File: src/rtl/tinker_issue_scheduler.sv
// In-order issue controller: SC ops write back via the ALU path, MC ops go to one shared multi-cycle unit.
// Optional perf counters (stall_cnt/issue_cnt) exist only when TINKER_SCHED_PERF_EN is defined.
module tinker_issue_scheduler #(
   parameter int DATA_W      = 64,
   parameter int TIMEOUT_CYC = 255
) (
   input  logic              clk,
   input  logic              rst,
   input  logic              in_valid,
   output logic              in_ready,
   input  logic [31:0]       in_instr,
   output logic [31:0]       alu_instr,
   input  logic [DATA_W-1:0] alu_result,
   output logic              mc_start,
   output logic [31:0]       mc_instr,
   input  logic              mc_done,
   input  logic [DATA_W-1:0] mc_result,
   output logic              wb_en,
   output logic [4:0]        wb_addr,
   output logic [DATA_W-1:0] wb_data,
   output logic              busy,
   output logic              err
`ifdef TINKER_SCHED_PERF_EN
   ,
   output logic [31:0]       stall_cnt,
   output logic [31:0]       issue_cnt
`endif
);

   typedef enum logic [1:0] {
      S_IDLE    = 2'd0,
      S_MC_WAIT = 2'd1,
      S_ERR     = 2'd2
   } state_t;

   localparam logic [15:0] CNT_LAST = 16'(TIMEOUT_CYC - 1);

   state_t      r_state;
   state_t      w_state_nxt;
   logic [4:0]  r_pend_rd;
   logic [15:0] r_cnt;

   logic [4:0]  w_opc;
   logic [4:0]  w_rd;
   logic [4:0]  w_rs;
   logic [4:0]  w_rt;
   logic        w_is_mc;
   logic        w_hazard;
   logic        w_accept;
   logic        w_timeout;

   assign w_opc     = in_instr[31:27];
   assign w_rd      = in_instr[26:22];
   assign w_rs      = in_instr[21:17];
   assign w_rt      = in_instr[16:12];
   assign alu_instr = in_instr;

   assign w_is_mc = (w_opc inside {5'h14, 5'h15, 5'h16, 5'h17, 5'h1C, 5'h1D});

   // Conservative: any operand or destination matching the pending rd blocks issue.
   assign w_hazard  = (r_state == S_MC_WAIT) &&
                      ((w_rs == r_pend_rd) || (w_rt == r_pend_rd) || (w_rd == r_pend_rd));
   assign w_timeout = (r_state == S_MC_WAIT) && !mc_done && (r_cnt == CNT_LAST);
   assign w_accept  = in_valid && in_ready;

   always_ff @(posedge clk) begin
      if (!rst) r_state <= S_IDLE;
      else      r_state <= w_state_nxt;
   end

   always_comb begin
      w_state_nxt = r_state;
      in_ready    = 1'b1;
      if (!rst || (r_state == S_ERR))           in_ready = 1'b0;
      if (w_is_mc && (r_state != S_IDLE))       in_ready = 1'b0;
      if (w_hazard)                             in_ready = 1'b0;
      // The MCU result owns the single write port on the cycle after mc_done.
      if (!w_is_mc && mc_done)                  in_ready = 1'b0;
      case (r_state)
         S_IDLE: begin
            if (in_valid && in_ready && w_is_mc) w_state_nxt = S_MC_WAIT;
         end
         S_MC_WAIT: begin
            if (mc_done)        w_state_nxt = S_IDLE;
            else if (w_timeout) w_state_nxt = S_ERR;
         end
         S_ERR:   w_state_nxt = S_ERR;
         default: w_state_nxt = S_IDLE;
      endcase
   end

   always_ff @(posedge clk) begin
      if (!rst) begin
         wb_en     <= 1'b0;
         wb_addr   <= '0;
         wb_data   <= '0;
         mc_start  <= 1'b0;
         mc_instr  <= '0;
         busy      <= 1'b0;
         err       <= 1'b0;
         r_pend_rd <= '0;
         r_cnt     <= '0;
      end else begin
         wb_en    <= 1'b0;
         mc_start <= 1'b0;
         if (r_state == S_MC_WAIT) begin
            if (mc_done) begin
               wb_en   <= 1'b1;
               wb_addr <= r_pend_rd;
               wb_data <= mc_result;
               busy    <= 1'b0;
            end else begin
               r_cnt <= r_cnt + 16'd1;
            end
         end
         if (w_timeout) err <= 1'b1;
         if (w_accept) begin
            if (w_is_mc) begin
               mc_start  <= 1'b1;
               mc_instr  <= in_instr;
               r_pend_rd <= w_rd;
               r_cnt     <= '0;
               busy      <= 1'b1;
            end else begin
               wb_en   <= 1'b1;
               wb_addr <= w_rd;
               wb_data <= alu_result;
            end
         end
      end
   end

`ifdef TINKER_SCHED_PERF_EN
   always_ff @(posedge clk) begin
      if (!rst) begin
         stall_cnt <= '0;
         issue_cnt <= '0;
      end else begin
         if (in_valid && !in_ready && (stall_cnt != 32'hFFFF_FFFF)) stall_cnt <= stall_cnt + 32'd1;
         if (w_accept && (issue_cnt != 32'hFFFF_FFFF))              issue_cnt <= issue_cnt + 32'd1;
      end
   end
`endif

endmodule

File: config.mk
export PLATFORM = sky130hd
export DESIGN_NAME = tinker_issue_scheduler
export DESIGN_NICKNAME = d
export VERILOG_FILES = /design/src/rtl/tinker_issue_scheduler.sv
export SDC_FILE = /design/constraint.sdc
export NUM_CORES = 1
export LEC_CHECK = 0
export CORE_UTILIZATION = 35
export CTS_CLUSTER_SIZE = 30
export DETAILED_ROUTE_END_ITERATION = 7
export PLACE_DENSITY = 0.81
export SYNTH_ARGS = -nofsm -noshare
export SYNTH_HDL_FRONTEND = slang
export SYNTH_SLANG_ARGS = --single-unit
export TNS_END_PERCENT = 10
File: constraint.sdc
create_clock -name clk -period 3.4 [get_ports clk]
set_input_delay 1.02 -clock clk [delete_from_list [all_inputs] [get_ports clk]]
set_output_delay 1.02 -clock clk [all_outputs]
set_load 0.02 [all_outputs]
== Yosys cells after proc, flatten, opt, wreduce, memory -nomap -nowiden ==
Index checks and enable logic that the tools add are counted.
Storage, ports and cells
  logic and storage cells: 73
  output and inout port bits: 138
  register bits after elaboration: 128
Cells by class
  $add $sub $neg: 1
  equality and inequality tests: 14
  mux-type cells: 29
  reduce and logical (&&, ||, !) cells: 19
Operators by type and width (count)
  $mux W64: 4
  $mux W16: 4
  $eq A5 B5 Y1 const B: 6
  $mux W5: 4
  $add A16 B1 Y16 const B: 1
  $eq A16 B8 Y1 const B: 1
  $eq A5 B5 Y1: 3
  $mux W1: 13
  $logic_and A1 B1 Y1: 7
  $mux W2: 3
  $pmux W2 S3: 1
  $reduce_and A2 Y1: 3
  $reduce_bool A6 Y1: 1
  $logic_not A1 Y1: 3
  $logic_or A1 B1 Y1: 3
  $ne A3 B3 Y1 const B: 1
  $eq A2 B1 Y1 const B: 1
  $eq A2 B2 Y1 const B: 1
  $logic_not A2 Y1: 1
  $ne A2 B2 Y1 const B: 1
  $reduce_bool A2 Y1: 1

== Depth between registers and ports, before layout ==
Gate-level depths: netlist of the first run.
  depth in word-level cells: 10
  gate-level depth with buffers: 8
  depth with buffers taken out: 7

== Worst setup path after synthesis of the first run ==
No wires, ideal clock.
  path type: in2out
  start: in in_instr[29]
  end: out in_ready
  slack: 0.099 ns
  stages on the path: 4
  buffers on the path: 0
  arrival time: 2.281 ns
  cell sequence: nand2_1 -> a21oi_2 -> mux2_2 -> nor4_1
Between the ends
  cells in the longest elaborated chain, start to end: 6
  elaborated cells on any way between the ends: 13
  classes of those cells: 6 x eq/ne; 3 x mux; 4 x reduce/logical
Ends and longest elaborated chain
  start: declaration: line 11  | input logic [31:0] in_instr,
  $eq A5 B5 Y1: line 58  | assign w_is_mc = (w_opc inside {5'h14, 5'h15, 5'h16, 5'h17, 5'h1C, 5'h1D});
  $reduce_bool A6 Y1 (*): line 58
  $logic_and A1 B1 Y1: line 75  | if (w_is_mc && (r_state != S_IDLE)) in_ready = 1'b0;
  $mux W1: line 75
  $mux W1: line 76  | if (w_hazard) in_ready = 1'b0;
  $mux W1 (*): line 78  | if (!w_is_mc && mc_done) in_ready = 1'b0;
  end: declaration: line 10  | output logic in_ready,
Mark *: on every way between the ends. The rest lies on a longest branch, timed or not.

== Worst setup path after layout of the first run ==
  start: in in_instr[24]
  end: out in_ready
Between the ends
  cells in the longest elaborated chain, start to end: 5
Ends and longest elaborated chain
  $eq A5 B5 Y1: line 62  | ((w_rs == r_pend_rd) || (w_rt == r_pend_rd) || (w_rd == r_pend_rd));
  $logic_or A1 B1 Y1: line 62
  $logic_and A1 B1 Y1: line 61  | assign w_hazard = (r_state == S_MC_WAIT) &&
  $mux W1: line 76
  $mux W1: line 78
Every way passes these cells.

==> impl_metrics.json, run 1 <==
{
  "status": "complete, no violations",
  "worstMarginPinSlew_ns": 0.885,
  "cp_slowest_cell": "clkdlybuf4s50_1",
  "antenna_found_initial": 0,
  "die_w_um": 136,
  "synth_compound_area_share_pct": 11.9,
  "hold_slack_ns": 0.452,
  "fp.coreArea_mm2": 0.0174,
  "final_common_cell": "clkdlybuf4s50_1",
  "clock_latency_ns": 0.41,
  "critPathKind": "primary input to output port",
  "ir_drop_v": 0.000341,
  "power_density_mw_per_mm2": 401,
  "yosysWarnings": 0,
  "diodes": 0,
  "holdPathStages": 1,
  "synthAdderAreaFrac_pct": 0.399,
  "synthTopCellsByArea": "dfxtp_1 (39%), mux2i_1 (11%), nand2_1 (8.4%)",
  "track_usage_pct": 18.1,
  "min_period_ns": 3.29,
  "rows": 48,
  "ys_ff_latch": 123,
  "nets": 1117,
  "clock-sinks": 123,
  "final_max_slew_viol_count": 0,
  "cts.path.max_buffers": 2,
  "dr.pass1.iters": 4,
  "die_area_mm2": 0.0185,
  "ff2ff_setup_slack_ns": 1.15,
  "dp_cells": 1157,
  "avgViaCountPerCell": 4.73,
  "drc_errors": 0,
  "crit_path_max_incr_delay_ns": 0.50,
  "grt_pass1_vias": 5365,
  "synth_cell_types": 47,
  "max-cap-violations": 0,
  "setup_viol": 0,
  "wirelength_um": 17300,
  "h-tree-depth": 4,
  "yosys.area.top_type_share_pct": 39.2,
  "min_to": "mc_instr[29]",
  "die_h_um": 136,
  "cts_tree": "built",
  "cts_hold_buffers": 0,
  "mostFrequentLayoutCells": "clkdlybuf4s50_1 (281), nand2_1 (139), dfxtp_1 (123), o211ai_1 (69), mux2i_1 (69)",
  "hp-class": "flop to flop",
  "path_cells": "clkdlybuf4s50_1 -> xnor2_1 -> nand4_1 -> o32ai_4 -> nor4_4 -> buf_4",
  "worst-r2r-cell-count": 7,
  "postLayoutCellArea_mm2": 0.00971,
  "rsz0062_at_grt": "no",
  "path_clk_slew_ns": 0.06,
  "static-leakage-power_nw": 4.24,
  "drive_gt1_share_pct": 7.78,
  "syn_to_final_growth_pct": 54.6,
  "syn_inst": 692,
  "hold_violations": 0,
  "postPlaceCellArea_mm2": 0.00908,
  "worstHoldStart": "mc_instr[29]",
  "timing.rr.end": "wb_data[53]",
  "initial_core_util_pct": 36.0,
  "r2r_start": "mc_instr[22]",
  "period_share_pct": 96.6,
  "synth_area_mm2": 0.00628,
  "boundaryPins": 302,
  "dpl.hpwl_um": 12200,
  "numPortBuffers": 301,
  "yosys.area_share.simple_pct": 20.8,
  "drt_iter0_markers": 246,
  "drtAntennaViolNets": 0,
  "grt_pass1_wl_um": 26400,
  "startpoint_type": "primary input",
  "synth.area.mux_share_pct": 11.2,
  "final_cell_count_no_fill": 1189,
  "synth_top_area_cell": "dfxtp_1",
  "fmax_mhz": 304,
  "synth_top_family_by_area": "simple AND/OR/NAND/NOR gates",
  "fin_skew_ns": 0.00770,
  "crit_arrival_ns": 2.27,
  "syn_avg_cell_area_um2": 9.07,
  "cp.required_ns": 2.38,
  "gp_congestion": 0.784,
  "synth-seq-area-share_pct": 39.2,
  "cp-end-kind": "output port",
  "synth_xor_area_share_pct": 4.18,
  "gr-total-overflow": 0,
  "cts_buffers": 17,
  "crit_fanout": 2,
  "num_vias": 5623,
  "post_cts_buffers": 0,
  "grt_max_degree": 90,
  "slew_headroom_pct": 41.0,
  "cts_root_buf": "clkbuf_16",
  "synth_nets": 858,
  "wire_per_inst_um": 14.6
}
## final cells by class
type                       instances  area [µm²]
clock buffer                      17         425
clock inverter                    15         140
fill                            1532        7710
inverter                           5        18.8
multi-input combinational        475        3110
sequential                       123        2460
tap                              225         282
timing repair buffer             329        3270
## flip-flops by register name (all words and copies together) (netlist names)
register  cells
r_cnt        16
wb_addr       5
wb_en         1
busy          1
r_state       2
mc_start      1
err           1
mc_instr     32
wb_data      64
## worst max-delay path by stage
stage            startpoint       end  slack (ns)  depth (start not counted)
6_report       in_instr[24]  in_ready        0.11                          6
5_1_grt        in_instr[24]  in_ready        0.05                          6
4_1_cts        in_instr[12]  in_ready       0.008                          7
3_5_place_dp   in_instr[21]  in_ready       -0.70                          6
3_3_place_gp   in_instr[21]  in_ready       -0.70                          6
2_1_floorplan  in_instr[29]  in_ready         0.1                          4
## timing repair
action                                 in CTS  in global routing
setup endpoints to repair                   1                  1
pin swaps                                   6                  6
endpoints found under the hold margin       0                  0
resized for setup                          23                  9
## critical path, delay by kind of cell
| kind | cells | cell delay, ns |
|---|---|---|
| XOR/XNOR | 1 | 0.12 |
| AND/OR/NAND/NOR | 2 | 0.25 |
| AO/OA/AOI/OAI | 1 | 0.21 |
| buffers and inverters | 2 | 0.66 |
## cell usage after synthesis, drive strengths merged
master and number:
a211oi 1, a21boi 1, a21o 2, a21oi 2, a31o 1, and2b 1
and3 1, and4 2, buf 49, clkbuf 21, dfxtp 123, dlygate4sd1 6
dlygate4sd3 11, dlymetal6s2s 2, ha 2, inv 5, mux2 1, mux2i 69
nand2 140, nand2b 45, nand3 4, nand4 5, nor2 21, nor2b 2
nor3 8, nor3b 2, nor4 3, o211ai 69, o21a 2, o21ai 30
o32ai 1, or2b 26, or3b 1, or4 2, or4b 1, xnor2 26
xor2 4
## cell families (layout without fill, tap and decap cells)
logic type	Yosys count	after routing
AND/OR/NAND/NOR	264	264
adder cells (fa/ha/maj)	2	2
flip-flops	123	123
XOR/XNOR	30	30
multiplexers	70	70
AO/OA/AOI/OAI	109	109
buffers and inverters	94	366
## metal layers
metal  share of wire [%]  GRT usage, %  up-vias
met5                   0             0        -
met4                 1.6          6.17        0
met3                 9.2          6.90       18
met2                  46          30.2      209
met1                  43          21.1     2560
li1                    -             -     2836
## report_power, final
group	leakage [nW]	total (W)	internal [W]	switching [W]
Combinational	2.98	0.000642	0.000370	0.000273
Sequential	0.998	0.00152	0.00149	0.0000251
Clock	0.267	0.00173	0.00102	0.000717
Total	4.24	0.00389	0.00288	0.00101
## through the flow
step | utilization (%) | setup slack [ns] | TNS [ns] | power [W]
floorplan | - | 0.0993 | 0 | 0.00185
global placement | 52.2 | -0.697 | -0.750 | 0.00218
detailed placement | 52.2 | -0.696 | -1.04 | 0.00219
CTS | 55.6 | 0.00805 | 0 | 0.00395
global route | 55.7 | 0.0451 | 0 | 0.00406
finish | 55.7 | 0.114 | 0 | 0.00389
No activity file was read; power rests on OpenSTA's default activity.
==> inputs of run 2 (changes only) <==
Settings changed: CTS_CLUSTER_DIAMETER set to 120.
==> results of run 2 <==
Same layout as run 1: the final DEF is identical, and so are final timing and power.
==> inputs of run 3 (changes only) <==
Settings changed: CORE_MARGIN set to 5, CTS_CLUSTER_SIZE 30 to 28.
==> run 3 against run 2 <==
Against the previous run:
- clock power rose by 3%
- fmax fell by 0.18%
- sequential power barely moved
- highest routed layer unchanged
- total power rose by 1.2%
==> impl_metrics.json, run 3 (synthesis results as in run 1) <==
{
  "status": "complete, no violations",
  "num_vias": 5690,
  "rsz0062_at_grt": "no",
  "startpoint": "in_instr[17]",
  "ir_drop_v": 0.000317,
  "critPathKind": "primary input to output port",
  "syn_to_final_growth_pct": 55.0,
  "fp.coreArea_mm2": 0.0178,
  "power_density_mw_per_mm2": 405,
  "final_max_slew_viol_count": 0,
  "grt_pass1_vias": 5459,
  "regMostFlops": "wb_data",
  "crit_fanout": 3,
  "r2r_start": "mc_instr[26]",
  "largest_reg_flops": 64,
  "setup_slack_ns": 0.108,
  "die_h_um": 144,
  "crit_arrival_ns": 2.27,
  "drtAntennaViolNets": 0,
  "gr-total-overflow": 0,
  "cts_root_buf": "clkbuf_16",
  "drive_gt1_share_pct": 8.14,
  "cts_tree": "built",
  "drc_errors": 0,
  "fin_setup_tns_ns": 0,
  "grt_pass1_wl_um": 28300,
  "diodes": 0,
  "clock-sinks": 123,
  "wirelength_um": 18700,
  "grt_max_degree": 93,
  "rows": 49,
  "die_w_um": 144,
  "final_util_pct": 54.5,
  "worstHoldStart": "mc_instr[0]",
  "cp.required_ns": 2.38,
  "clock_latency_ns": 0.41,
  "final_cell_count_no_fill": 1199,
  "setup_viol": 0,
  "hold_violations": 0,
  "die_area_mm2": 0.0207,
  "cts.path.max_buffers": 2,
  "nets": 1123,
  "wire_per_inst_um": 15.6,
  "min_period_ns": 3.29,
  "cts_buffers": 17,
  "hp-class": "flop to flop",
  "worstMarginPinSlew_ns": 0.903,
  "dr.pass1.iters": 4,
  "path_clk_slew_ns": 0.06,
  "reg_top3": "wb_data: 64 flops, mc_instr: 32 flops, r_cnt: 16 flops",
  "final_common_cell": "clkdlybuf4s50_1",
  "initial_core_util_pct": 35.2,
  "gp_congestion": 0.789,
  "numPortBuffers": 301,
  "period_share_pct": 96.8,
  "cp-end-kind": "output port",
  "avgViaCountPerCell": 4.75,
  "track_usage_pct": 17.1,
  "dp_slack_ns": -0.620,
  "antenna_found_initial": 0,
  "cts_hold_buffers": 0,
  "drt_iter0_markers": 222,
  "dp_cells": 1166,
  "static-leakage-power_nw": 4.24,
  "p_total_w": 0.00394,
  "slew_headroom_pct": 39.8,
  "startpoint_type": "primary input",
  "fmax_mhz": 304,
  "h-tree-depth": 4,
  "fin_skew_ns": 0.00852,
  "dpl.hpwl_um": 13900,
  "max-cap-violations": 0,
  "mostFrequentLayoutCells": "clkdlybuf4s50_1 (280), nand2_1 (139), dfxtp_1 (123), o211ai_1 (69), mux2i_1 (69)",
  "boundaryPins": 302
}
run 3: per-layer routing:
| layer | up-vias | GRT usage [%] | share of wire [%] |
|---|---|---|---|
| met1 | 2615 | 20.2 | 41 |
| met3 | 13 | 6.32 | 10 |
| met2 | 203 | 29.3 | 48 |
| li1 | 2859 | - | - |
| met5 | - | 0 | 0 |
| met4 | 0 | 4.41 | 1.0 |
run 3: metrics by stage:
stage                     cell area [µm²]  hold WS [ns]
after floorplan                      6280         0.477
after global placement               9140         0.433
after detailed placement             9140         0.448
after CTS                            9710         0.458
after global routing                 9730         0.478
final                                9730         0.454
run 3: final timing paths:
path | end | slack, ns | depth (start not counted)
min | mc_instr[0] | 0.45 | 2
max reg2reg | wb_data[30] | 1.18 | 7
max | in_ready | 0.11 | 7
min reg2reg | mc_instr[0] | 0.45 | 2
run 3: repair_timing:
item	in CTS	in global routing
pin swaps	8	1
setup endpoints to repair	1	1
gates resized for setup	25	4
setup buffers	1	0
run 3: report_power, final:
group,internal [W],switching [W]
registers,0.00149,0.0000262
logic,0.000370,0.000276
clock network,0.00104,0.000741
total,0.00290,0.00104
run 3: layout make-up:
cell class	instances	area (µm²)
clock buffer	17	425
clock inverter	15	156
fill	1633	8110
inverter	5	18.8
multi-input combinational	475	3080
sequential	123	2460
tap	229	287
timing repair buffer	335	3310
run 3: worst max-delay path: stages:
cell	delay, ns
dlygate4sd2_1	0.28
xnor2_1	0.19
nand4_1	0.14
o32ai_2	0.25
buf_4	0.19
nor4_4	0.05
buf_4	0.15
